**src/rtl/instr_encoder_pkg.sv**
```systemverilog
// Shared definitions for the RV32I instruction encoder: format codes,
// base opcodes, the canonical NOP, the field bundle and immediate helpers.
// The optional immediate range check is enabled by INSTR_ENC_RANGE_CHECK_EN.
package instr_encoder_pkg;

  // Instruction formats; codes 6 and 7 are reserved and always flagged.
  typedef enum logic [2:0] {
    FMT_R = 3'd0,
    FMT_I = 3'd1,
    FMT_S = 3'd2,
    FMT_B = 3'd3,
    FMT_U = 3'd4,
    FMT_J = 3'd5
  } fmt_e;

  // Base opcodes, identical to the ones the decode stage matches on.
  localparam logic [6:0] OPC_LOAD   = 7'b0000011;
  localparam logic [6:0] OPC_OP_IMM = 7'b0010011;
  localparam logic [6:0] OPC_AUIPC  = 7'b0010111;
  localparam logic [6:0] OPC_STORE  = 7'b0100011;
  localparam logic [6:0] OPC_OP     = 7'b0110011;
  localparam logic [6:0] OPC_LUI    = 7'b0110111;
  localparam logic [6:0] OPC_BRANCH = 7'b1100011;
  localparam logic [6:0] OPC_JALR   = 7'b1100111;
  localparam logic [6:0] OPC_JAL    = 7'b1101111;

  // func3 values that turn an OP-IMM into a shift-by-immediate.
  localparam logic [2:0] F3_SLLI = 3'b001;
  localparam logic [2:0] F3_SRXI = 3'b101;

  // ADDI x0,x0,0 -- substituted for any bundle that cannot be encoded.
  localparam logic [31:0] NOP_INSTR = 32'h0000_0013;

  // One field bundle as presented by the producer. fmt stays a plain
  // vector so the reserved codes can be carried and flagged.
  typedef struct packed {
    logic [2:0]  fmt;
    logic [6:0]  opcode;
    logic [2:0]  func3;
    logic [6:0]  func7;
    logic [4:0]  rs1;
    logic [4:0]  rs2;
    logic [4:0]  rd;
    logic [31:0] imm;
  } fields_t;

  // True for SLLI/SRLI/SRAI, whose immediate slot holds func7 + shamt.
  function automatic logic is_shift_imm(input logic [6:0] opcode,
                                        input logic [2:0] func3);
    return (opcode == OPC_OP_IMM) && ((func3 == F3_SLLI) || (func3 == F3_SRXI));
  endfunction

  // True when imm is the sign extension of its low 'bits' bits, i.e. all
  // bits from (bits-1) upward are identical.
  function automatic logic imm_fits(input logic [31:0] imm,
                                    input int unsigned bits);
    logic [31:0] mask;
    logic [31:0] hi;
    mask = 32'hFFFF_FFFF << (bits - 1);
    hi   = imm & mask;
    return (hi == 32'h0) || (hi == mask);
  endfunction

endpackage

```
**src/rtl/instr_encoder_pack.sv**
```systemverilog
// Combinational packer: one field bundle in, one 32-bit RV32I word plus an
// error flag out. Reserved formats always error. With
// INSTR_ENC_RANGE_CHECK_EN defined, immediates that do not fit their
// format also error; otherwise they are silently truncated.
module instr_pack
  import instr_encoder_pkg::*;
(
  input  fields_t     i_fields,
  output logic [31:0] o_word,
  output logic        o_err
);

  logic [31:0] w_packed;
  logic        w_fmt_err;
  logic        w_rng_err;

  // Scatter the fields into the instruction word for the selected format.
  always_comb begin
    // NOTE: defaults first -- any path through the case that skipped an
    // assignment would otherwise infer a latch.
    w_packed  = NOP_INSTR;
    w_fmt_err = 1'b0;
    case (i_fields.fmt)
      FMT_R: w_packed = {i_fields.func7, i_fields.rs2, i_fields.rs1,
                         i_fields.func3, i_fields.rd, i_fields.opcode};
      FMT_I: begin
        if (is_shift_imm(i_fields.opcode, i_fields.func3)) begin
          w_packed = {i_fields.func7, i_fields.imm[4:0], i_fields.rs1,
                      i_fields.func3, i_fields.rd, i_fields.opcode};
        end else begin
          w_packed = {i_fields.imm[11:0], i_fields.rs1,
                      i_fields.func3, i_fields.rd, i_fields.opcode};
        end
      end
      FMT_S: w_packed = {i_fields.imm[11:5], i_fields.rs2, i_fields.rs1,
                         i_fields.func3, i_fields.imm[4:0], i_fields.opcode};
      FMT_B: w_packed = {i_fields.imm[12], i_fields.imm[10:5], i_fields.rs2,
                         i_fields.rs1, i_fields.func3, i_fields.imm[4:1],
                         i_fields.imm[11], i_fields.opcode};
      FMT_U: w_packed = {i_fields.imm[31:12], i_fields.rd, i_fields.opcode};
      FMT_J: w_packed = {i_fields.imm[20], i_fields.imm[10:1], i_fields.imm[11],
                         i_fields.imm[19:12], i_fields.rd, i_fields.opcode};
      default: w_fmt_err = 1'b1;
    endcase
  end

`ifdef INSTR_ENC_RANGE_CHECK_EN
  // Flag immediates that the selected format cannot represent exactly.
  always_comb begin
    w_rng_err = 1'b0;
    case (i_fields.fmt)
      FMT_I: begin
        if (is_shift_imm(i_fields.opcode, i_fields.func3)) begin
          w_rng_err = |i_fields.imm[31:5];
        end else begin
          w_rng_err = !imm_fits(i_fields.imm, 12);
        end
      end
      FMT_S:   w_rng_err = !imm_fits(i_fields.imm, 12);
      FMT_B:   w_rng_err = !imm_fits(i_fields.imm, 13) || i_fields.imm[0];
      FMT_U:   w_rng_err = |i_fields.imm[11:0];
      FMT_J:   w_rng_err = !imm_fits(i_fields.imm, 21) || i_fields.imm[0];
      default: w_rng_err = 1'b0;
    endcase
  end
`else
  assign w_rng_err = 1'b0;
`endif

  assign o_err  = w_fmt_err | w_rng_err;
  assign o_word = o_err ? NOP_INSTR : w_packed;

endmodule

```
**src/rtl/instr_encoder.sv**
```systemverilog
// Streaming RV32I encoder, two-stage valid/ready pipeline.
// S1 holds the field bundle and packs it combinationally; S2 holds the
// finished word and error flag. out_addr is a byte counter that advances
// by ADDR_STEP on every output transfer (error words included) and wraps
// silently. INSTR_ENC_RANGE_CHECK_EN enables immediate range checking.
module instr_encoder
  import instr_encoder_pkg::*;
#(
  parameter logic [31:0] BASE_ADDR = 32'h0000_0000,
  parameter logic [31:0] ADDR_STEP = 32'd4
) (
  input  logic        clk,
  input  logic        rst_n,
  input  logic        in_valid,
  output logic        in_ready,
  input  logic [2:0]  in_fmt,
  input  logic [6:0]  in_opcode,
  input  logic [2:0]  in_func3,
  input  logic [6:0]  in_func7,
  input  logic [4:0]  in_rs1,
  input  logic [4:0]  in_rs2,
  input  logic [4:0]  in_rd,
  input  logic [31:0] in_imm,
  output logic        out_valid,
  input  logic        out_ready,
  output logic [31:0] out_instr,
  output logic [31:0] out_addr,
  output logic        out_err
);

  fields_t     w_in_fields;
  logic        r_s1_valid;
  fields_t     r_s1;
  logic [31:0] w_s1_word;
  logic        w_s1_err;

  logic        r_s2_valid;
  logic [31:0] r_s2_word;
  logic        r_s2_err;
  logic [31:0] r_addr;

  logic        w_out_fire;
  logic        w_s2_advance;
  logic        w_s1_advance;

  assign w_in_fields = '{fmt:    in_fmt,
                         opcode: in_opcode,
                         func3:  in_func3,
                         func7:  in_func7,
                         rs1:    in_rs1,
                         rs2:    in_rs2,
                         rd:     in_rd,
                         imm:    in_imm};

  // S2 moves when empty or when its word leaves; S1 moves behind it or
  // whenever it is empty. in_ready is therefore combinational from
  // out_ready, which lets a full pipeline still stream one word per cycle.
  assign w_out_fire   = r_s2_valid && out_ready;
  assign w_s2_advance = !r_s2_valid || out_ready;
  assign w_s1_advance = w_s2_advance || !r_s1_valid;
  assign in_ready     = !r_s1_valid || w_s1_advance;

  // S1: capture the field bundle on an input transfer.
  always_ff @(posedge clk or negedge rst_n) begin
    // NOTE: state registers use non-blocking assignments so every flop
    // samples pre-edge values regardless of block ordering. The data
    // fields are reset as well: out_instr must read zero during reset and
    // the pipeline is shallow enough that this costs nothing meaningful.
    if (!rst_n) begin
      r_s1_valid <= 1'b0;
      r_s1       <= '0;
    end else if (w_s1_advance) begin
      r_s1_valid <= in_valid;
      if (in_valid) begin
        r_s1 <= w_in_fields;
      end
    end
  end

  instr_pack u_pack (
    .i_fields (r_s1),
    .o_word   (w_s1_word),
    .o_err    (w_s1_err)
  );

  // S2: register the packed word and its error flag.
  always_ff @(posedge clk or negedge rst_n) begin
    if (!rst_n) begin
      r_s2_valid <= 1'b0;
      r_s2_word  <= 32'h0;
      r_s2_err   <= 1'b0;
    end else if (w_s2_advance) begin
      r_s2_valid <= r_s1_valid;
      if (r_s1_valid) begin
        r_s2_word <= w_s1_word;
        r_s2_err  <= w_s1_err;
      end
    end
  end

  // Byte address of the word currently in S2; steps after each transfer.
  always_ff @(posedge clk or negedge rst_n) begin
    if (!rst_n) begin
      r_addr <= BASE_ADDR;
    end else if (w_out_fire) begin
      r_addr <= r_addr + ADDR_STEP;
    end
  end

  assign out_valid = r_s2_valid;
  assign out_instr = r_s2_word;
  assign out_err   = r_s2_err;
  assign out_addr  = r_addr;

endmodule
```
**config.mk**
```make
export PLATFORM = sky130hd
export DESIGN_NAME = instr_encoder
export DESIGN_NICKNAME = d
export VERILOG_FILES = /design/src/rtl/instr_encoder_pkg.sv /design/src/rtl/instr_encoder_pack.sv /design/src/rtl/instr_encoder.sv
export SDC_FILE = /design/constraint.sdc
export NUM_CORES = 1
export LEC_CHECK = 0
export ABC_AREA = 1
export CAP_MARGIN = 20
export CORE_MARGIN = 2
export CORE_UTILIZATION = 46
export DETAILED_ROUTE_END_ITERATION = 10
export GPL_TIMING_DRIVEN = 0
export PLACE_DENSITY = 0.77
export SETUP_SLACK_MARGIN = 0.5
export SYNTH_ARGS = -nofsm -noshare
export SYNTH_HDL_FRONTEND = slang
export SYNTH_HIERARCHICAL = 1
export SYNTH_SLANG_ARGS = --single-unit
export TNS_END_PERCENT = 100
```
**constraint.sdc**
```tcl
create_clock -name clk -period 1.3 [get_ports clk]
set_input_delay 0.13 -clock clk [delete_from_list [all_inputs] [get_ports clk]]
set_output_delay 0.13 -clock clk [all_outputs]
set_load 0.02 [all_outputs]
```
Word-level counts from Yosys, hierarchy flattened
Cells that the tools add are included.
Widths: inputs -> output; s select.
{"block": "op_classes", "add_sub_neg": 1, "eq_ne": 8, "mux": 4, "n_reduce_logical": 12}
{"op": "$pmux 32 s6", "count": 1}
{"op": "$mux 32", "count": 2}
{"op": "$add 32x3->32 const B", "count": 1}
{"op": "$eq 3x3->1 const B", "count": 3}
{"op": "$eq 7x5->1 const B", "count": 1}
{"op": "$eq 3x1->1 const B", "count": 2}
{"op": "$eq 3x2->1 const B", "count": 2}
{"op": "$reduce_or 6->1", "count": 1}
{"op": "$logic_or 1x1->1", "count": 4}
{"op": "$reduce_and 2->1", "count": 2}
{"op": "$logic_not 3->1", "count": 1}
{"op": "$logic_and 1x1->1", "count": 2}
{"op": "$logic_not 1->1", "count": 2}
{"op": "$mux 1", "count": 1}
{"block": "word_totals", "regBits": 134, "input_bits": 71, "output_inout_bits": 67}

Longest topological paths before layout
{"block": "depth", "depth_word": 6, "ltp_mapped": 9, "depth_no_buf": 9}

Cells and area by module
The synthesis kept the hierarchy.
{"mod": "instr_encoder", "n_inst": 1, "cells_per_inst": 429, "area_each_um2": 5544.1, "seq_area_each_um2": 3303.2}
{"mod": "instr_pack", "n_inst": 1, "cells_per_inst": 117, "area_each_um2": 595.6, "seq_area_each_um2": 0.0}

Worst setup path after synthesis
Ideal clock, no wire load.
{"block": "synth_timing", "path_type": "register -> register", "start": "reg r_s2_valid, in the netlist out_valid", "end": "reg r_s1[25] (netlist name)", "setup_ps": 125, "arrival_time_ps": 1421, "slack_ps": -246, "path_stages_with_launch": 6, "path_cell_list": "dfrtp_1 -> nand3_4 -> nand2_4 -> buf_6 -> buf_8 -> mux2_4"}
{"block": "synth_via", "elab_chain_len": 4}
{"element": "start, declared", "line": "instr_encoder.sv:37", "rtl": "logic r_s2_valid;"}
{"element": "start signal, assigned", "line": "instr_encoder.sv:93", "rtl": "r_s2_valid <= r_s1_valid;"}
{"element": "$logic_not 1->1", "line": "instr_encoder.sv:59", "rtl": "assign w_s2_advance = !r_s2_valid || out_ready;"}
{"element": "$logic_or 1x1->1", "line": "instr_encoder.sv:59"}
{"element": "$logic_or 1x1->1", "line": "instr_encoder.sv:60", "rtl": "assign w_s1_advance = w_s2_advance || !r_s1_valid;"}
{"element": "$reduce_and 2->1 (no line)"}
{"element": "end signal, assigned", "line": "instr_encoder.sv:75", "rtl": "r_s1 <= w_in_fields;"}
{"element": "end, declared", "line": "instr_encoder.sv:33", "rtl": "fields_t r_s1;"}
Every way passes these cells.
A chain may end at the register's enable or synchronous reset.

Worst setup path after layout
{"block": "layout_timing", "start": "reg r_s2_valid, in the netlist out_valid", "end": "reg r_s1[23] (netlist name)"}
The elaborated chain is that of the path after synthesis.

==> flow_summary.ini <==
[clock_network]
root_buffer = clkbuf_16
htreeDepth = 4
cts_buffers = 17
cts_num_sinks = 132
cts_buffer_depth = 2
clk_pin_slew_worst_paths_ps = 60
insertion_delay_ps = 420
cts_tree = done

[worst_setup_path]
worstPathArrival_ps = 1840
crit_type = register to register
crit_required_ps = 1610
worstPathMaxFanout = 5
end_kind = register
worst-path-stages = 6
cp_slowest_cell = dfrtp_2
path_cells = nand3_4 -> nand2_8 -> buf_6 -> buf_12 -> clkbuf_16 -> mux2_4
worst-path-buf-inv = 3
critical_path.top_delay_family = flip-flops
reg2reg_depth = 6
worst_path_largest_cell_delay_ps = 490
start_kind = register

[global_route]
antenna_found_initial = 0
grt_util_all_layers = 0.272
grt_max_degree = 82
grt_first_pass_wirelength_um = 29900
first_global_vias = 5544
gr-total-overflow = 0

[yosys]
synth_fa_ha_area_frac = 0.00204
yosysWarnings = 6
syn_avg_cell_area_um2 = 11.2
yosys.area_share.simple = 0.168
netlist-cell-type-count = 33
yosysSeqAreaShare = 0.538
synth_top_family_by_area = multiplexers
synth_mux_area_frac = 0.195
yosys_register_bits = 132
synth_xor_xnor_area_share = 0.0271
synth-compound-area-share = 0.0192
syn_area_mm2 = 0.00614
syn_inst = 546

[floorplanning]
die_h_um = 120
start_util = 0.467
ios = 138
dieArea_mm2 = 0.0143
core-area_mm2 = 0.0131
fp.dieW_um = 120
rows = 42

[placed_design]
gp_congestion = 0.863
dp_cells = 859
port_buffers = 135
dpl.hpwl_um = 10600

[finish]
fillers = 702
utilization = 0.806
drive_gt1_frac = 0.553
layout.nets = 887
fin_cells = 1003
area_growth_pct = 72.6
n_antenna_cell = 0

[flow_run]
maxCapViolCount = 0

[worst_hold_path]
hold_path_class = input pin to asynchronous set/reset pin

[power]
cellPowerDensity_mw_per_mm2 = 1650
totalPowerFinal_w = 0.0175
ir_drop_mv = 1.15
p_leak_nw = 5.04

[detailed_routing]
postRouteAntennaNets = 0
dr.pass1.iters = 7
routed_wirelength_um = 20000
drt_iter0_markers = 393
avgViaCountPerCell = 5.36
vias = 5374
wire_per_inst_um = 20.0
drcViolationCount = 0

[sta]
whs_ps = -344
fin_ws_ps = -236
tns_ps = -20780
maxSlewViolCount = 0
skew_ps = 6.55
setup_violations = 132
fin_crit_ps = 1540
finalCritPeriodShare = 1.18
max_freq_mhz = 651
grt_setup_unrepaired = true
hold_violations = 51

[status]
status = finished with violations
violations = hold timing, setup timing
[power breakdown]
group	internal, W	switching, W
sequential	0.00501	0.000821
combinational	0.00405	0.00289
clock	0.00301	0.00173
total	0.0121	0.00544
[metrics by stage]
stage               area, µm²  setup WS (ps)
floorplan                6330           -125
global placement         7900          -5480
detailed placement       7930           -450
CTS                      9990           -185
global route            10600           -298
finish                  10600           -236
[worst register-to-register path: stages (launching register included)]
cell       delay, ps
dfrtp_2          490
nand3_4          150
nand2_8           80
buf_6            140
buf_12           110
clkbuf_16        150
mux2_4           300
[flip-flops by register name, summed over array words and instances, names as in the netlist]
register and flops:
out_addr 30, out_valid 1, r_s1_valid 1, r_s1 67, out_err 1, out_instr 32
[cell type report]
| class | count | area (µm²) | area share |
|---|---|---|---|
| flip-flops and latches | 132 | 3340 | 0.315 |
| repair buffers | 249 | 2730 | 0.257 |
| inverters | 41 | 174 | 0.0164 |
| plain buffers | 16 | 249 | 0.0235 |
| clock buffers | 27 | 503 | 0.0475 |
| clock inverters | 4 | 70.1 | 0.00661 |
| multi-input cells | 358 | 3320 | 0.313 |
| well taps | 176 | 220 | 0.0208 |
[Yosys cell counts, drive strengths merged]
master	instances	area, µm²
mux2	100	1200
nor3	4	20.0
o21ai	4	20.0
xor2	13	114
o22ai	1	6.26
inv	41	159
nand4	6	37.5
ha	1	12.5
nand3	39	213
and3	1	6.26
nor2	50	244
o211ai	4	30.0
xnor2	6	52.6
dfrtp	132	3300
nand2	113	459
or2	3	18.8
buf	16	151
a22o	7	61.3
conb	1	3.75
nand3b	4	30.0
[routing by layer]
metal / global-route usage / vias to the layer above / wire, µm
li1: - / 2343 / -
met1: 0.335 / 2729 / 7780
met2: 0.470 / 239 / 10400
met3: 0.0594 / 63 / 1100
met4: 0.105 / 0 / 724
met5: 0 / - / 0
[layout by cell type (no fill, tap or decap), types with 7 or more instances in the layout]
cell / netlist / layout
buf_12: 0 / 12
dfrtp_2: 0 / 26
nor2_1: 41 / 19
buf_16: 0 / 10
buf_8: 2 / 7
mux2_4: 19 / 91
xor2_1: 13 / 12
nand2_1: 107 / 75
dfrtp_1: 132 / 106
nand3_2: 1 / 12
nor2_4: 4 / 24
nand2_4: 4 / 9
clkdlybuf4s50_1: 0 / 69
inv_1: 36 / 30
buf_6: 5 / 105
nand3_1: 37 / 20
nand3_4: 1 / 7
a22o_1: 7 / 7
buf_4: 8 / 59
clkbuf_16: 0 / 18
nand2_2: 2 / 25
mux2_2: 81 / 9
[logic make-up (layout without fill, tap and decap cells)]
logic type,after synthesis,in the layout
DFF,132,132
AOI/OAI and AO/OA,16,16
buffers and inverters,57,337
adders and majority gates,1,1
muxes,100,100
other,1,2
and+or+nand+nor,220,220
xor gates and xnor gates,19,19
[timing repair]
item / CTS / global route
setup buffers: 68 / 34
gates resized for setup: 557 / 80
endpoints found under the setup margin: 197 / 197
pin swaps: 32 / 33
gates cloned: 10 / 1
endpoints found under the hold margin: 51 / 51
[path summary, 6_finish.rpt]
path | from | endpoint | slack, ps
worst max-delay path | out_valid | r_s1[23] | -240
worst min-delay path | rst_n | out_addr[8] | -340
worst max register to register | out_valid | r_s1[23] | -240
worst min register to register | out_addr[11] | out_addr[11] | 500
max in group asynchronous | rst_n | r_s1[66] | 830
min in group clk | in_imm[8] | r_s1[8] | 320
No activity file was read; power rests on OpenSTA's default activity.
